==> src/rtl/vga_timing_gen.sv <==
// vga_timing_gen: VGA raster timing from a divided pixel tick, with frame-latched mirror controls
module vga_timing_gen #(
  parameter int DIV       = 4,
  parameter int H_VISIBLE = 640,
  parameter int H_FP      = 16,
  parameter int H_SYNC    = 96,
  parameter int H_BP      = 48,
  parameter int V_VISIBLE = 480,
  parameter int V_FP      = 10,
  parameter int V_SYNC    = 2,
  parameter int V_BP      = 33
) (
  input  logic       clk,
  input  logic       reset,
  input  logic       mode_quad_req,
  input  logic [1:0] mirror_sel_req,
  output logic       pixel_tick,
  output logic       hsync,
  output logic       vsync,
  output logic       de,
  output logic [9:0] x_pixel,
  output logic [9:0] y_pixel,
  output logic       frame_start,
  output logic       mode_quad,
  output logic [1:0] mirror_sel
);
  localparam int H_TOTAL = H_VISIBLE + H_FP + H_SYNC + H_BP;
  localparam int V_TOTAL = V_VISIBLE + V_FP + V_SYNC + V_BP;
  localparam int DW      = $clog2(DIV);
  logic [DW-1:0] div_cnt;
  logic [9:0]    h_count, v_count, h_next, v_next;
  logic          adv, h_end, v_end, vis, hs_act, vs_act, origin;
  // next-count arithmetic and decode of the current counter position
  always_comb begin
    adv    = div_cnt == DW'(DIV - 1);
    h_end  = h_count == 10'(H_TOTAL - 1);
    v_end  = v_count == 10'(V_TOTAL - 1);
    h_next = h_end ? 10'd0 : h_count + 10'd1;
    v_next = h_end ? (v_end ? 10'd0 : v_count + 10'd1) : v_count;
    vis    = (h_count < 10'(H_VISIBLE)) && (v_count < 10'(V_VISIBLE));
    hs_act = (h_count >= 10'(H_VISIBLE + H_FP)) && (h_count < 10'(H_VISIBLE + H_FP + H_SYNC));
    vs_act = (v_count >= 10'(V_VISIBLE + V_FP)) && (v_count < 10'(V_VISIBLE + V_FP + V_SYNC));
    origin = (h_count == 10'd0) && (v_count == 10'd0);
  end
  // pixel divider and raster counters; counters step once per pixel period
  always_ff @(posedge clk) begin
    if (reset) begin
      div_cnt <= '0;
      h_count <= '0;
      v_count <= '0;
    end else begin
      div_cnt <= adv ? '0 : div_cnt + 1'b1;
      if (adv) begin
        h_count <= h_next;
        v_count <= v_next;
      end
    end
  end
  // registered outputs, one pixel period behind the counters they decode
  always_ff @(posedge clk) begin
    if (reset) begin
      pixel_tick  <= 1'b0;
      frame_start <= 1'b0;
      hsync       <= 1'b1;
      vsync       <= 1'b1;
      de          <= 1'b0;
      x_pixel     <= '0;
      y_pixel     <= '0;
    end else begin
      pixel_tick  <= adv;
      frame_start <= adv && origin;
      if (adv) begin
        de      <= vis;
        hsync   <= !hs_act;
        vsync   <= !vs_act;
        x_pixel <= vis ? h_count : 10'd0;
        y_pixel <= vis ? v_count : 10'd0;
      end
    end
  end
  // mirror controls only change on the frame-start edge so a frame is never torn
  always_ff @(posedge clk) begin
    if (reset) begin
      mode_quad  <= 1'b0;
      mirror_sel <= 2'b00;
    end else if (adv && origin) begin
      mode_quad  <= mode_quad_req;
      mirror_sel <= mirror_sel_req;
    end
  end
endmodule
==> config.mk <==
export PLATFORM = sky130hd
export DESIGN_NAME = vga_timing_gen
export DESIGN_NICKNAME = d
export VERILOG_FILES = /design/src/rtl/vga_timing_gen.sv
export SDC_FILE = /design/constraint.sdc
export NUM_CORES = 1
export LEC_CHECK = 0
export ABC_AREA = 1
export ABC_CLOCK_PERIOD_IN_PS = 3090
export BUFFER_PORTS_ARGS = -buffer_cell sky130_fd_sc_hd__buf_2
export CORE_MARGIN = 5
export CORE_UTILIZATION = 59
export CTS_CLUSTER_SIZE = 10
export DETAILED_ROUTE_END_ITERATION = 6
export PLACE_DENSITY = 0.82
export SLEW_MARGIN = 20
export SYNTH_ARGS = -nofsm -noshare
export SYNTH_HDL_FRONTEND = slang
export SYNTH_SLANG_ARGS = --single-unit
==> constraint.sdc <==
create_clock -name clk -period 3.09 [get_ports clk]
set_input_delay 0.1545 -clock clk [delete_from_list [all_inputs] [get_ports clk]]
set_output_delay 0.1545 -clock clk [all_outputs]
set_load 0.005 [all_outputs]
After elaboration in Yosys (flattened, before gate mapping). Cells that the tools add are included.

Flip-flop bits (word level): 50. Latch bits: 0. Bits in writable memories: 0. Memory bits (read-only): 0. Input port bits: 5. Output and inout port bits: 28. Word-level logic and storage cells: 39. Memories: 0.

$add $sub $neg: 3. Multipliers: 0. Div/mod/pow operators: 0. $lt $le $gt $ge: 6. Equal/unequal tests: 3. Shift-type cells: 0. Mux-type cells: 4. Bitwise logic cells: 0. Reductions and logical operators: 11.

Operator list (number): $mux 10 (4); $add 10x1->10 const B (2); $eq 10x10->1 const B (2); $logic_not 10->1 (2); $lt 10x10->1 const B (2); $lt 10x9->1 const B (2); $ge 10x10->1 const B (1); $ge 10x9->1 const B (1); $logic_and 1x1->1 (5); $add 2x1->2 const B (1); $eq 2x2->1 const B (1); $logic_not 1->1 (2); $reduce_and 2->1 (1); $reduce_or 2->1 (1).

Longest topological paths before layout.
Depth after elaboration: 3. Mapped depth: 11. Mapped depth without buffers: 11.

Worst setup path after synthesis. OpenSTA, ideal clock, no wires.

Path type: register to register. Start point: register h_count[0]. End point: register v_count[9]. Library setup time: 0.113 ns. Data arrival time: 1.171 ns. Required time: 2.977 ns. Path slack: 1.806 ns. Stages on the path, launching flop included: 9. Path buffers: 0. Period minus slack after synthesis: 1.284 ns. Cell sequence: dfxtp_1 ha_1 nand3_1 nor2_2 nand3_4 nand2_4 nand2_2 nand2_1 nor2_1.

Longest elaborated chain between the ends: 2.

Ends and longest elaborated chain: from (decl) (RTL line 31) `logic [9:0] h_count, v_count, h_next, v_next;`; from (signal assigned) (RTL line 54) `h_count <= h_next;`; $eq 10x10->1 (RTL line 36) `h_end = h_count == 10'(H_TOTAL - 1);`; $reduce_and 2->1 (no line); to (signal assigned) (RTL line 55) `v_count <= v_next;`; to (decl) (RTL line 31).

Every way passes these cells. A chain may end at the register's enable or synchronous reset.

Worst setup path after layout.
Start point: register div_cnt[0]. End point: register y_pixel[5].

Longest elaborated chain between the ends: 1.

Ends and longest elaborated chain: from (decl) (RTL line 30) `logic [DW-1:0] div_cnt;`; from (signal assigned) (RTL line 52) `div_cnt <= adv ? '0 : div_cnt + 1'b1;`; $eq 2x2->1 (RTL line 35) `adv = div_cnt == DW'(DIV - 1);`; via adv (RTL line 32) `logic adv, h_end, v_end, vis, hs_act, vs_act, origin;`; to (signal assigned) (RTL line 77) `y_pixel <= vis ? v_count : 10'd0;`; to (decl) (RTL line 22) `output logic [9:0] y_pixel,`.

The timed path passes the listed nets, and every way through them passes these cells.

==> flow_summary.ini <==
[sta]
timing.fmax_ghz = 0.5434
fin_setup_tns_ns = 0
hold_violations = 0
post-route-period-util_pct = 59.56
worstMarginPinSlew_ns = 0.4452
relSlewSlack_pct = 70.32
setup_viol = 0
rsz0062_at_grt = no
min_period_ns = 1.840
slew_violations = 0
clock_skew_ns = 0.005265

[clock_tree]
cts.sinks = 50
post_cts_resized = 0
cts_buffers = 5
hold_buffers = 0
path_clk_slew_ns = 0.09
clockBufferDepth = 2
h-tree-depth = 2
root_buffer = clkbuf_8
cts_setup_buffers = 0
cts_tree = built
clkLatencyLatePin_ns = 0.31

[detailed_routing]
drt-vias-per-instance = 5.169
via_count = 2145
drt_iter0_drc = 174
ant_nets = 0
routed_wl_mm = 5.315
detail_route.wl_per_cell_um = 12.81
dr.pass1.iters = 5
drc = 0

[worst_setup_path]
cp-start-kind = flop
cp.arrival_ns = 2.07
crit_required_ns = 3.32
crit_fanout = 18
cp-end-kind = flop
crit_type = flop to flop

[floorplan]
core_area_um2 = 3971
ios = 33
dieArea_um2 = 5453
row_count = 23
die_h_um = 73.85
initial_core_util_pct = 60.55
dieWidth_um = 73.85

[power_and_ir_drop]
vdd_drop_max_mv = 0.2277
finalPower_mw = 1.104
leakage_nw = 1.165
powerDensity_nw_per_um2 = 413.6

[logic_synthesis]
synth_cell_types = 29
syn_nets = 342
ys_seq_elements = 50
synth.cell_area_um2 = 2405
yosysWarnings = 0
yosys-top-cells-area = dfxtp_1 (42%), nand2_1 (13%), nor2_1 (7.6%)
synth_top_area_cell = dfxtp_1
synth.avg_cell_area_um2 = 7.243
synth_top_family_by_area = simple AND/OR/NAND/NOR gates
synth_compound_area_share_pct = 10.25
synthMuxAreaShare_pct = 0
seq_area_frac_synth_pct = 41.62
synthCells = 332
synth_xor_area_share_pct = 1.457
synth_top_area_share_pct = 41.62
yosys.area_share.simple_pct = 34.29
synthAdderAreaFrac_pct = 2.601

[cells_and_area]
layout_commonest_cell = nand2_1
finalNonFillerCells = 415
final_nets = 374
diodes = 0
design_area_um2 = 2670
area_growth_pct = 11.03
drive_above_1_share_pct = 20.00
layout_common_cells = nand2_1 (82), dfxtp_1 (50), nor2_1 (49), inv_1 (45), buf_2 (32)

[global_route]
grt_pass1_wl_mm = 8.735
grt_pass1_vias = 1889
grtUsageTotal_pct = 20.74
antenna_found_initial = 0
grt_overflow = 0
grt_max_degree = 21

[place]
place_area_um2 = 2580
numPortBuffers = 32
place.gp.congestion = 0.8834
dp_hpwl_mm = 3.931
post-place-cells = 407

[outcome]
outcome = completed

[hold_path]
hp-class = primary input to flop

[job]
max_cap_violations = 0
-- cells in the mapped netlist, drive strengths merged --
library cell	number
nor3b	1
nand2	87
a31oi	2
o21ai	25
o21bai	4
xor2	3
buf	6
dfxtp	50
nand4	9
nor2	57
nand3	19
nand3b	1
inv	48
ha	5
clkbuf	2
a21oi	6
xnor2	1
nor3	6
-- area by class of cell --
cell class	instances	area, um^2
Clock buffer	5	68.82
Clock inverter	3	21.27
Fill cell	361	1301
Inverter	48	180.2
Multi-Input combinational cell	226	1169
Sequential cell	50	1001
Tap cell	50	62.56
Timing Repair Buffer	33	167.7
-- where the power goes --
group	internal [mW]	switching, mW
Clock	0.159	0.221
Sequential	0.653	0.00395
Combinational	0.0211	0.0465
Total	0.833	0.271
-- state kept, by name, indices dropped and copies added, names as in the netlist --
signal       count
de               1
div_cnt          2
frame_start      1
h_count         10
hsync            1
mirror_sel       2
mode_quad        1
pixel_tick       1
v_count         10
vsync            1
x_pixel         10
y_pixel         10
-- critical path: stages, from the launching register on --
cell	delay [ns]
dfxtp_1	0.34
ha_1	0.43
inv_2	0.15
nor2_4	0.13
nand2_1	0.09
nor2_4	0.14
nand3_4	0.23
o21ai_0	0.24
-- cell families (layout without fill, tap and decap cells) --
family          count (synthesis)  in the layout
flops                          50             50
buf+inv                        56             89
xor+xnor                        4              4
simple gates                  180            180
compound gates                 37             37
fa+ha+maj                       5              5
-- stage by stage --
step	hold slack (ns)	util [%]	setup slack, ns
2_1_floorplan	0.3837	-	1.806
6_report	0.1749	67.23	1.250
4_1_cts	0.1708	67.23	1.254
3_3_place_gp	0.4052	64.97	1.382
3_5_place_dp	0.4114	64.97	1.279
5_1_grt	0.1858	67.23	1.055
-- layer usage --
layer	wire, um	GRT usage, %	up-vias
met3	464	4.651	9
met5	0	0	-
met1	2369	28.13	949
li1	-	-	1100
met2	2392	31.99	87
met4	89	7.847	0
-- final timing paths --
path | slack [ns] | startpoint | end | depth (start not counted)
worst max register to register | 1.25 | div_cnt[0] | y_pixel[5] | 7
worst max-delay path | 1.25 | div_cnt[0] | y_pixel[5] | 7
worst min register to register | 0.42 | div_cnt[0] | div_cnt[0] | 1
worst min-delay path | 0.17 | mirror_sel_req[1] | mirror_sel[1] | 5
No activity file was read; power rests on OpenSTA's default activity.
